--- src/rtl/text_console_writer.sv ---
// text_console_writer: cursor-tracked character writer for the VGA text-cell RAM.
// Clears the screen after reset, then accepts one character per handshake, decodes
// CR/LF/BS/FF, and optionally blanks each newly entered row.
module text_console_writer #(
  parameter int unsigned COLS       = 64,
  parameter int unsigned ROWS       = 19,
  parameter int unsigned ADDR_W     = 16,
  parameter logic [7:0]  CLEAR_CHAR = 8'h00,
  parameter logic [7:0]  DEF_ATTR   = 8'h0F,
  parameter bit          ROW_CLEAR  = 1'b1
) (
  input  logic                     clk,
  input  logic                     rst,
  input  logic                     in_valid,
  output logic                     in_ready,
  input  logic [7:0]               in_char,
  input  logic [7:0]               in_attr,
  input  logic                     in_use_attr,
  input  logic                     clear_req,
  output logic                     busy,
  output logic                     wen,
  output logic [ADDR_W-1:0]        waddr,
  output logic [7:0]               wdataText,
  output logic [7:0]               wdataAttr,
  output logic [$clog2(COLS)-1:0]  cursor_col,
  output logic [$clog2(ROWS)-1:0]  cursor_row
);

  localparam int unsigned COL_W = $clog2(COLS);
  localparam int unsigned ROW_W = $clog2(ROWS);
  localparam int unsigned CELLS = COLS * ROWS;
  localparam int unsigned CNT_W = $clog2(CELLS);

  localparam logic [7:0] CH_BS = 8'h08;
  localparam logic [7:0] CH_LF = 8'h0A;
  localparam logic [7:0] CH_FF = 8'h0C;
  localparam logic [7:0] CH_CR = 8'h0D;

  typedef enum logic [1:0] {
    S_CLEAR   = 2'd0,
    S_IDLE    = 2'd1,
    S_LINECLR = 2'd2
  } state_t;

  state_t             state;
  logic [CNT_W-1:0]   cnt;
  logic [7:0]         cur_attr;

  logic [ADDR_W-1:0]  row_base;
  logic [ADDR_W-1:0]  cell_addr;
  logic [ROW_W-1:0]   next_row;
  logic               col_at_end;
  logic [7:0]         eff_attr;

  // Cursor-derived addresses and helpers shared by the write paths
  always_comb begin
    row_base   = ADDR_W'(cursor_row) * ADDR_W'(COLS);
    cell_addr  = row_base + ADDR_W'(cursor_col);
    next_row   = (cursor_row == ROW_W'(ROWS - 1)) ? '0 : cursor_row + ROW_W'(1);
    col_at_end = (cursor_col == COL_W'(COLS - 1));
    eff_attr   = in_use_attr ? in_attr : cur_attr;
    in_ready   = (state == S_IDLE) && !clear_req;
    busy       = (state != S_IDLE);
  end

  // Writer FSM: full clear, character decode and row clear, with registered RAM port
  always_ff @(posedge clk or negedge rst) begin
    if (!rst) begin
      state      <= S_CLEAR;
      cnt        <= '0;
      cur_attr   <= DEF_ATTR;
      cursor_col <= '0;
      cursor_row <= '0;
      wen        <= 1'b0;
      waddr      <= '0;
      wdataText  <= 8'h00;
      wdataAttr  <= 8'h00;
    end else begin
      wen <= 1'b0;
      case (state)
        S_CLEAR: begin
          if (clear_req) begin
            cnt <= '0;
          end else begin
            wen       <= 1'b1;
            waddr     <= ADDR_W'(cnt);
            wdataText <= CLEAR_CHAR;
            wdataAttr <= DEF_ATTR;
            if (cnt == CNT_W'(CELLS - 1)) begin
              cnt        <= '0;
              cursor_col <= '0;
              cursor_row <= '0;
              state      <= S_IDLE;
            end else begin
              cnt <= cnt + CNT_W'(1);
            end
          end
        end

        S_IDLE: begin
          if (clear_req) begin
            cnt   <= '0;
            state <= S_CLEAR;
          end else if (in_valid) begin
            if (in_use_attr) cur_attr <= in_attr;
            case (in_char)
              CH_CR: begin
                cursor_col <= '0;
              end
              CH_LF: begin
                cursor_col <= '0;
                cursor_row <= next_row;
                if (ROW_CLEAR) begin
                  cnt   <= '0;
                  state <= S_LINECLR;
                end
              end
              CH_BS: begin
                if (cursor_col != '0) begin
                  cursor_col <= cursor_col - COL_W'(1);
                  wen        <= 1'b1;
                  waddr      <= cell_addr - ADDR_W'(1);
                  wdataText  <= CLEAR_CHAR;
                  wdataAttr  <= eff_attr;
                end
              end
              CH_FF: begin
                cnt   <= '0;
                state <= S_CLEAR;
              end
              default: begin
                wen       <= 1'b1;
                waddr     <= cell_addr;
                wdataText <= in_char;
                wdataAttr <= eff_attr;
                if (col_at_end) begin
                  cursor_col <= '0;
                  cursor_row <= next_row;
                  if (ROW_CLEAR) begin
                    cnt   <= '0;
                    state <= S_LINECLR;
                  end
                end else begin
                  cursor_col <= cursor_col + COL_W'(1);
                end
              end
            endcase
          end
        end

        S_LINECLR: begin
          if (clear_req) begin
            cnt   <= '0;
            state <= S_CLEAR;
          end else begin
            wen       <= 1'b1;
            waddr     <= row_base + ADDR_W'(cnt);
            wdataText <= CLEAR_CHAR;
            wdataAttr <= DEF_ATTR;
            if (cnt == CNT_W'(COLS - 1)) begin
              cnt   <= '0;
              state <= S_IDLE;
            end else begin
              cnt <= cnt + CNT_W'(1);
            end
          end
        end

        default: begin
          cnt   <= '0;
          state <= S_CLEAR;
        end
      endcase
    end
  end

endmodule

--- config.mk ---
export PLATFORM = sky130hd
export DESIGN_NAME = text_console_writer
export DESIGN_NICKNAME = d
export VERILOG_FILES = /design/src/rtl/text_console_writer.sv
export SDC_FILE = /design/constraint.sdc
export NUM_CORES = 1
export LEC_CHECK = 0
export BUFFER_PORTS_ARGS = -buffer_cell sky130_fd_sc_hd__buf_4
export CORE_ASPECT_RATIO = 0.7
export CORE_UTILIZATION = 51
export DETAILED_ROUTE_END_ITERATION = 8
export PLACE_DENSITY = 0.77
export SKIP_LAST_GASP = 1
export SLEW_MARGIN = 15
export SYNTH_ARGS = -nofsm -noshare
export SYNTH_HDL_FRONTEND = slang
export SYNTH_SLANG_ARGS = --single-unit
--- constraint.sdc ---
create_clock -name clk -period 2 [get_ports clk]
set_input_delay 0.2 -clock clk [delete_from_list [all_inputs] [get_ports clk]]
set_output_delay 0.2 -clock clk [all_outputs]
set_load 0.005 [all_outputs]
**Word-level counts from Yosys, hierarchy flattened**

Index checks and enable logic that the tools add are counted.

- Register bits: 65
- Bits of input ports: 21
- Output and inout bits: 46

- Add/subtract/negate cells: 7
- Equality and inequality tests: 27
- Multiplexer cells: 60
- Bitwise logic cells: 1
- Reduce and logical (&&, ||, !) cells: 20

Operator list:

| kind | number |
|---|---|
| 2-to-1 mux 16 bit | 5 |
| 2-to-1 mux 11 bit | 7 |
| 2-to-1 mux 8 bit | 9 |
| case mux 8 bit (2 select lines) | 4 |
| case mux 16 bit (3 select lines) | 1 |
| 2-to-1 mux 6 bit | 6 |
| case mux 11 bit (3 select lines) | 1 |
| == test 8 x 4 -> 1 bit, second input constant | 4 |
| case mux 16 bit (2 select lines) | 1 |
| 2-to-1 mux 5 bit | 6 |
| case mux 11 bit (2 select lines) | 1 |
| AND reduction 7 bit | 3 |
| case mux 5 bit (2 select lines) | 2 |
| inequality test 2 bit, second input constant | 9 |
| case mux 6 bit (3 select lines) | 1 |
| 2-to-1 mux 2 bit | 7 |
| subtractor 12 x 1 -> 13 bit, second input constant | 1 |
| adder 11 x 11 -> 12 bit | 1 |
| adder 11 x 6 -> 12 bit | 1 |
| inequality test 3 bit, second input constant | 4 |
| case mux 2 bit (3 select lines) | 2 |
| case mux 6 bit (2 select lines) | 1 |
| AND reduction 6 bit | 2 |
| adder 11 x 1 -> 11 bit, second input constant | 1 |
| 25 further kinds | 35 |

**Longest topological paths before layout**

Gate-level depths: netlist of run 1.

- Depth after elaboration: 7
- Depth in mapped cells: 9

**Worst setup path before layout of run 1**

Ideal clock, no wire load.

- Path type: register -> register
- From: register cnt[6]
- To: register cursor_row[3]
- Library setup time: 0.092 ns
- Arrival: 2.114 ns
- Setup slack: -0.206 ns
- Stages on the path, launching flop included: 8
- Buffers on the path: 1
- Clock period less this slack: 2.206 ns
- Cells stage by stage: dfrtp_1 > buf_2 > or3_1 > o41ai_2 > o21ai_1 > a311o_1 > or2_1 > o31ai_2

- Longest elaborated chain between the ends: 3

Ends and longest elaborated chain:

| element | RTL line | RTL |
|---|---|---|
| from (decl) | 46 | `logic [CNT_W-1:0] cnt;` |
| from (signal assigned) | 95 | `cnt <= cnt + CNT_W'(1);` |
| from (signal assigned) | 164 | `cnt <= cnt + CNT_W'(1);` |
| == test 11 bit | 89 | `if (cnt == CNT_W'(CELLS - 1)) begin` |
| inequality test 2 bit (no line) | n/a |  |
| AND reduction 7 bit (no line) | n/a |  |
| to (signal assigned) | 112 | `cursor_row <= next_row;` |
| to (signal assigned) | 138 | `cursor_row <= next_row;` |
| to (decl) | 26 | `output logic [$clog2(ROWS)-1:0] cursor_row` |

Every way passes these cells.
A chain may end at the register's enable or synchronous reset.

**Final worst setup path of run 1**

- From: register state[0]
- To: register cursor_row[3]

- Longest elaborated chain between the ends: 3
- Elaborated cells between the ends (all ways): 11
- Those cells by class: eq/ne (7); mux (1); reduce/logical (3)

Ends and longest elaborated chain:

| element | RTL line | RTL |
|---|---|---|
| from (decl) | 45 | `state_t state;` |
| from (signal assigned) | 69 | `state <= S_CLEAR;` |
| from (signal assigned) | 93 | `state <= S_IDLE;` |
| from (signal assigned) | 103 | `state <= S_CLEAR;` |
| == test 2 x 1 -> 1 bit / logical NOT 2 bit (equally long branches) | 80 | `case (state)` |
| inequality test 3 x 2 -> 1 bit (no line) (tied with other cells) | n/a |  |
| AND reduction 7 bit (no line) | n/a |  |

Parallel ways exist; a longest one is shown, timed or not.

==> results by group, run 1 <==
Floorplanning
  – Initial cell density of the core: 54.5%
  – Total number of placement rows: 25
  – Total core area: 0.00701 sq mm
  – Die Ht: 74.4 um
  – Number of placed I/O pins: 67
  – Overall die width: 105 um
  – Total die area: 0.00785 sq mm

Timing
  – Time the worst path needs with I/O delays and setup: 2.13 ns
  – Worst slew margin relative to its limit: 47.2%
  – Setup repair after global routing missed its margin: yes
  – Hold Vio Cnt, Final: 0
  – Least setup slack across all paths after layout: -0.133 ns
  – Highest clock frequency the design can meet: 469 MHz
  – Final setup skew: 0.00914 ns
  – Max Slew Vio Count: 0
  – Period utilisation layout: 107%
  – Slew at the pin closest to its max-slew limit: 0.792 ns
  – Endpoints failing setup: 15

Synthesis
  – Synthesized net count: 460
  – Leading cell types by total area after synthesis: dfrtp_1 38%, ha_1 5.9%, nor2_1 3.9%
  – Summed instance area of the synthesized netlist: 0.00382 sq mm
  – Synth async-reset ratio: 100%
  – Fraction of post-synthesis cell area in the top cell type by area: 38.0%
  – Post-synth top flop: dfrtp_1
  – Cell count after synthesis: 420
  – Register bit total from synthesis: 62
  – Yosys warning total: 0
  – Synth area leader: dfrtp_1
  – Post-synthesis area per instance: 9.10 sq um
  – EDFF count, synth: 0
  – Share of synthesized area occupied by flip-flops and latches: 40.7%
  – Number of distinct standard cells referenced by the synthesized netlist: 61

Clocking
  – Clock Latency Late Sink: 0.36 ns
  – Worst-case clock buffer depth: 2
  – Clock edge transition at the registers on the reported setup and hold paths: 0.07 ns
  – CTS sink count: 62
  – Clock tree root driver cell: clkbuf_8
  – CTS tree: built
  – Number of H-tree levels: 3
  – Total CTS buffers: 9

Pwr
  – Pwr dens: 1170 mW/mm^2
  – Total power: 6.38 mW
  – Combinational group share of total power: 55.7%
  – Internal Pwr Total: 3.79 mW
  – Net Sw Power: 2.58 mW
  – Clock group share of total power: 15.1%
  – Cell leakage power: 2.59 nW
  – Sw frac: 40.5%
  – Worst VDD drop: 0.000655 V
  – Seq pwr share: 29.2%

Setup path
  – Type of origin of the critical path: flop
  – Worst r2r dst: cursor_row[3]
  – Cell chain of the critical path: buf_4 -> ha_1 -> buf_4 -> nor2b_2 -> o21ai_2 -> a311o_1 -> or2_4 -> o31ai_2
  – Classification of the worst setup path: flop to flop
  – Logic depth of the worst register-to-register path: 8
  – Maximum cell stage delay along the critical path: 0.39 ns
  – Most frequent CP cell: buf_4
  – Worst R2R Setup Slack: -0.13 ns
  – Maximum net fanout on the critical path: 19
  – Worst R2R Start: state[0]
  – Sort of element at the end of the critical path: flop
  – Crit path buffers/inverters: 2
  – Max stage delay cell, worst path: a311o_1
  – Arrival time reported for the critical path endpoint: 2.39 ns
  – Worst path top cell family by delay: compound AO/OA/AOI/OAI gates
  – Data required time at the worst endpoint: 2.26 ns

Outcome
  – Violations in the final reports: setup timing
  – Outcome: finished with violations

Layout
  – Antenna Cells: 0
  – Final net count: 580
  – Cell Count, Final, Fillers Out: 639
  – Relative area change from synthesis to final layout: 42.9%
  – Area occupied by registers: 0.00156 sq mm
  – Final std cell area, no fill: 0.00546 sq mm
  – Area used by multi-input combinational logic: 0.00246 sq mm
  – End-of-flow core utilization: 77.9%
  – Fraction of final layout cells with drive strength greater than 1: 42.0%
  – Filler Cell Count: 436

Place
  – Post-placement cell count: 610
  – Placer's final routability congestion estimate: 0.912
  – Port Buf Inserts: 66
  – Detail Placement HPWL: 7.75 mm
  – Post-Place Worst Slack: -0.158 ns
  – Placed cell areas: 0.00481 sq mm

Hold path
  – Hold Path Class: input port to flop
  – Start point of the worst hold path: in_attr[2]
  – Min-Delay Path Depth: 2
  – Worst min-delay path endpoint: cur_attr[2]

Global routing
  – Grt ovf: 0
  – First-pass GRT wire length: 17.6 mm
  – Number of global-route vias before repair: 3545
  – Number of antenna violations at the first check in global routing: 0
  – Pin count of the biggest net entering global routing: 63
  – Global router's overall resource usage: 28.9%

Detailed routing
  – Remaining routing DRC violations: 0
  – Detail Route Antenna Nets: 0
  – Drt via density: 6.24
  – Total detailed-routing wirelength: 11.8 mm
  – Via total after detailed routing: 3990
  – DRC violation total after the first TritonRoute iteration: 275
  – Routed wirelength normalized by instance count: 18.4 um
  – Length of the first detailed-routing pass in iterations: 5

Flow run
  – Max_cap viols: 0
==> layout make-up <==
type / count / area share, %
Clock inverter: 5 / 0.504
Sequential cell: 62 / 28.5
Timing Repair Buffer: 134 / 20.1
Clock buffer: 11 / 2.41
Multi-Input combinational cell: 315 / 45.1
Tap cell: 94 / 2.15
Inverter: 18 / 1.24
==> what timing repair did <==
action                                  4_1_cts  5_1_grt
pin swaps                                     8       26
endpoints found under the hold margin        58        0
endpoints found under the setup margin       39       55
gates cloned                                  1        5
buffers inserted                              3        4
hold buffers                                  1        0
resized for setup                            19       72
==> synthesized netlist by cell type, types with 3 or more instances <==
master     instances
nand3_1           18
clkbuf_1          16
nor2b_1            6
a22o_1            11
or3_1              3
nand2b_1           5
dfrtp_1           58
inv_1             17
xor2_1             4
a221oi_1           4
nor2_1            40
ha_1              18
a2bb2oi_1          5
o22ai_1            4
o21ai_1           12
nor4_1             3
a21o_1             3
nand4_1            5
mux2i_1            5
buf_4              3
and3_1             3
a21oi_1           22
o31ai_1           15
buf_2              5
nor3_1             8
nand2_1           33
a31oi_1            6
dfstp_2            4
xnor2_1            9
o21ai_0           26
mux2_2            12
==> per-stage QoR <==
stage	hold WS, ns	TNS (ns)
floorplan	-0.0956	-0.413
global placement	0.329	-0.296
detailed placement	0.333	-2.04
CTS	0.0830	-0.338
global route	0.0903	-4.13
finish	0.0877	-0.515
==> cell families after synthesis <==
| kind of cell | synth area share (%) |
|---|---|
| fa+ha+maj | 6.42 |
| flops | 40.7 |
| simple gates | 17.2 |
| xor+xnor | 2.98 |
| compound gates | 22.7 |
| mux | 5.14 |
| buf+inv | 4.78 |
==> flip-flops by register name (all words and copies together), names as in the netlist <==
signal,count
cnt,11
cur_attr,8
state,2
wen,1
cursor_row,5
wdataAttr,8
wdataText,8
cursor_col,6
waddr,13
==> power groups by stage <==
stage | sequential (mW) | clock (mW) | combinational, mW
global placement | 1.85 | 0 | 2.78
detailed placement | 1.86 | 0 | 2.86
CTS | 1.85 | 0.969 | 2.97
floorplan | 1.90 | 0 | 1.54
global route | 1.90 | 1.02 | 3.81
finish | 1.86 | 0.963 | 3.55
==> worst register-to-register path: cells and delay by family, from the launching register on <==
kind                     cells  cell delay [ns]
AO/OA/AOI/OAI                3             0.65
adder cells (fa/ha/maj)      1             0.22
buffers and inverters        2             0.37
flip-flops                   1             0.38
AND/OR/NAND/NOR              2             0.43
==> cells in the final DEF, fill, tap and decap left out, drive strengths merged, types with 9 or more instances in the layout <==
cell    netlist  final
buf          10    131
dfrtp        58     58
nor2         40     40
o21ai        38     38
nand2        34     34
a21oi        22     22
nand3        18     18
ha           18     18
inv          17     17
o31ai        16     16
mux2         13     13
clkbuf       16     13
a22o         11     11
xnor2         9      9
==> layer usage <==
| layer | wire (um) | GRT usage, % | vias up |
|---|---|---|---|
| met4 | 306 | 8.76 | 0 |
| met2 | 5240 | 44.1 | 225 |
| li1 | - | - | 1778 |
| met1 | 5050 | 41.5 | 1949 |
| met5 | 0 | 0 | - |
| met3 | 1180 | 6.13 | 38 |
==> worst max path at each step <==
| stage | cells past startpoint | endpoint | from | slack [ns] |
|---|---|---|---|---|
| floorplan | 7 | cursor_row[3] | cnt[0] | -0.12 |
| global placement | 8 | cursor_row[3] | cnt[1] | -0.08 |
| detailed placement | 7 | cnt[6] | state[1] | -0.16 |
| CTS | 7 | cursor_row[3] | cnt[0] | -0.13 |
| global route | 8 | cursor_row[3] | state[0] | -0.18 |
| finish | 8 | cursor_row[3] | state[0] | -0.13 |
Power figures use the tool's default switching activity.
==> inputs of run 2 (changes only) <==
--- a/config.mk
+++ b/config.mk
@@ -9,7 +9,7 @@
 export CORE_ASPECT_RATIO = 0.7
 export CORE_UTILIZATION = 51
 export DETAILED_ROUTE_END_ITERATION = 8
-export PLACE_DENSITY = 0.77
+export PLACE_DENSITY = 0.73
 export SKIP_LAST_GASP = 1
 export SLEW_MARGIN = 15
 export SYNTH_ARGS = -nofsm -noshare
==> run 2 against run 1 <==
Against the previous run: the run still ends with setup timing left; register-to-register slack improved by 0.06 ns; first-iteration DRC count down 27%; fmax rose by 2.8%; core utilization decreased by 1.9 points; non-clock buffer count increased by 3; combinational power shrank 9.0%; final cell count increased by 0.47%; sequential share of layout area increased by 0.73 points; via count shrank 3.9%; hold slack better by 0.0088 ns; sequential power is essentially flat; largest power group unchanged.
==> results by group, run 2 (same netlist as run 1, synthesis figures left out) <==
Outcome
  – Outcome: finished with violations
  – Violations in the final reports: setup timing

Pwr
  – Internal Pwr Total: 3.82 mW (+0.75%)
  – Clock group share of total power: 18.3% (+3.2 points)
  – Pwr dens: 1180 mW/mm^2 (+0.59%)
  – Sw frac: 39.0% (-1.6 points)
  – Net Sw Power: 2.44 mW (-5.6%)
  – Seq pwr share: 30.1% (+0.9 points)
  – Cell leakage power: 2.51 nW (-2.8%)
  – Combinational group share of total power: 51.6% (-4.1 points)
  – Worst VDD drop: 0.000699 V (+6.7%)
  – Total power: 6.26 mW (-1.8%)

Layout
  – Most frequent standard cell in the layout excluding fill and tap cells: buf_4
  – Highest-count cells in the layout ignoring fill and taps: 131 x buf_4, 56 x dfrtp_1, 38 x nor2_1
  – Fraction of final layout cells with drive strength greater than 1: 38.3% (-3.7 points)
  – Final net count: 583 (+0.52%)
  – End-of-flow core utilization: 76.0% (-1.9 points)
  – Filler Cell Count: 517 (+19%)
  – Top reg by flops: waddr
  – Antenna Cells: 0 (unchanged)
  – Number of flip-flops under the largest register name: 13 (unchanged)
  – Registers with the most flip-flops: waddr: 13 flops, cnt: 11 flops
  – Final std cell area, no fill: 0.00533 sq mm (-2.4%)
  – Relative area change from synthesis to final layout: 39.4%

Timing
  – Highest clock frequency the design can meet: 482 MHz (+2.8%)
  – Period utilisation layout: 104% (-2.9 points)
  – Hold Vio Cnt, Final: 0 (unchanged)
  – Final setup skew: 0.0134 ns (+0.00431 ns)
  – Setup repair after global routing missed its margin: yes
  – Endpoints failing setup: 5 (-10)
  – Worst slew margin relative to its limit: 46.0% (-1.1 points)
  – Least setup slack across all paths after layout: -0.0735 ns (+0.0590 ns)
  – Time the worst path needs with I/O delays and setup: 2.07 ns (-0.0590 ns)
  – Slew at the pin closest to its max-slew limit: 0.809 ns (+0.0172 ns)
  – Max Slew Vio Count: 0 (unchanged)

Detailed routing
  – DRC violation total after the first TritonRoute iteration: 202 (-27%)
  – Via total after detailed routing: 3835 (-3.9%)
  – Total detailed-routing wirelength: 11.4 mm (-3.4%)
  – Detail Route Antenna Nets: 0 (unchanged)
  – Length of the first detailed-routing pass in iterations: 5 (unchanged)
  – Routed wirelength normalized by instance count: 17.7 um (-3.8%)
  – Drt via density: 5.97 (-4.3%)
  – Remaining routing DRC violations: 0 (unchanged)

Setup path
  – Worst R2R Setup Slack: -0.07 ns (+0.06 ns)
  – Classification of the worst setup path: flop to flop
  – Data required time at the worst endpoint: 2.26 ns (about the same)
  – Maximum net fanout on the critical path: 3 (-16)
  – Worst r2r dst: cursor_row[3]
  – Type of origin of the critical path: flop
  – Logic depth of the worst register-to-register path: 7 (-1)
  – Sort of element at the end of the critical path: flop
  – Worst R2R Start: cnt[1]
  – Arrival time reported for the critical path endpoint: 2.33 ns (-0.06 ns)

Clocking
  – Total CTS buffers: 9 (unchanged)
  – CTS sink count: 62 (unchanged)
  – Number of H-tree levels: 3 (unchanged)
  – Clock edge transition at the registers on the reported setup and hold paths: 0.07 ns (about the same)
  – Clock tree root driver cell: clkbuf_8
  – Worst-case clock buffer depth: 2 (unchanged)
  – Clock Latency Late Sink: 0.35 ns (about the same)
  – CTS tree: built

Hold path
  – Start point of the worst hold path: in_attr[6]
  – Hold Path Class: input port to flop
  – Min-Delay Path Depth: 2 (unchanged)
  – Worst min-delay path endpoint: cur_attr[6]

Place
  – Placed cell areas: 0.00481 sq mm (+0.10%)
  – Detail Placement HPWL: 7.76 mm (+0.13%)
  – Port Buf Inserts: 66 (unchanged)
  – Placer's final routability congestion estimate: 0.913 (+0.12%)

Flow run
  – Max_cap viols: 0 (unchanged)

Floorplanning
  – Number of placed I/O pins: 67 (unchanged)
  – Total core area: 0.00701 sq mm (unchanged)
  – Overall die width: 105 um (unchanged)
  – Total die area: 0.00785 sq mm (unchanged)
  – Total number of placement rows: 25 (unchanged)
  – Die Ht: 74.4 um (unchanged)
  – Initial cell density of the core: 54.5% (unchanged)

Global routing
  – Pin count of the biggest net entering global routing: 63 (unchanged)
  – Global router's overall resource usage: 29.3% (+0.41 points)
  – Number of global-route vias before repair: 3545 (unchanged)
  – First-pass GRT wire length: 17.7 mm (+0.39%)
  – Grt ovf: 0 (unchanged)
  – Number of antenna violations at the first check in global routing: 0 (unchanged)
run 2: changes by cell type in the layout (fill, tap and decap cells not counted), moves of 4 or more:
cell and delta:
buf_4 +11, o21ai_2 -11, o21ai_0 +9, o31ai_1 +8
nand2_1 +7, o31ai_2 -6, buf_6 -4, nand2_4 -4
run 2: worst max-delay path by stage:
| stage | cells after the start | endpoint | from | slack (ns) |
|---|---|---|---|---|
| 2_1_floorplan | 7 | cursor_row[3] | cnt[0] | -0.12 |
| 3_3_place_gp | 7 | cnt[5] | state[0] | -0.08 |
| 3_5_place_dp | 8 | cursor_row[3] | cnt[1] | -0.16 |
| 4_1_cts | 7 | cursor_row[3] | cnt[1] | -0.09 |
| 5_1_grt | 7 | cursor_row[3] | cnt[1] | -0.15 |
| 6_report | 7 | cursor_row[3] | cnt[1] | -0.07 |
run 2: area by class of cell:
class / instances / area, sq um / area share (%)
Timing Repair Buffer: 137 / 1060 / 19.9
Clock inverter: 5 / 58.8 / 1.10
Clock buffer: 11 / 141 / 2.65
Multi-Input combinational cell: 315 / 2320 / 43.6
Inverter: 18 / 67.6 / 1.27
Sequential cell: 62 / 1560 / 29.3
Tap cell: 94 / 118 / 2.21
run 2: power groups by stage:
stage	Sequential [mW]	Combinational (mW)	Clock, mW
floorplan	1.90	1.54	0
global placement	1.86	2.78	0
detailed placement	1.89	2.85	0
CTS	1.87	3.03	1.16
global route	1.92	3.51	1.20
finish	1.88	3.23	1.14
run 2: repair_timing:
action                                  CTS  global route
endpoints found under the setup margin   41            43
hold buffers                              1             0
resized for setup                        19            28
gates cloned                              1             0
pin swaps                                 5            10
setup buffers                             7             4
endpoints found under the hold margin    58             0
run 2: through the flow:
| step | TNS [ns] | std cells | setup WS, ns | hold slack (ns) |
|---|---|---|---|---|
| 5_1_grt | -0.971 | 642 | -0.151 | 0.0863 |
| 2_1_floorplan | -0.413 | 420 | -0.124 | -0.0956 |
| 3_5_place_dp | -3.08 | 614 | -0.164 | 0.342 |
| 6_report | -0.236 | 642 | -0.0735 | 0.0965 |
| 3_3_place_gp | -0.788 | 614 | -0.0823 | 0.327 |
| 4_1_cts | -0.263 | 639 | -0.0853 | 0.0913 |
run 2: routing by layer:
metal / global-route usage, % / vias up / wire, um
li1: - / 1794 / -
met1: 41.5 / 1867 / 5300
met2: 45.5 / 153 / 5200
met3: 6.05 / 21 / 682
met4: 9.39 / 0 / 198
met5: 0 / - / 0
run 2: critical path, stage by stage (launching register included):
cell	delay, ns
dfrtp_1	0.40
ha_4	0.17
nand3_4	0.09
o41ai_4	0.42
o21ai_2	0.11
a311o_1	0.34
or2_4	0.29
o31ai_4	0.16
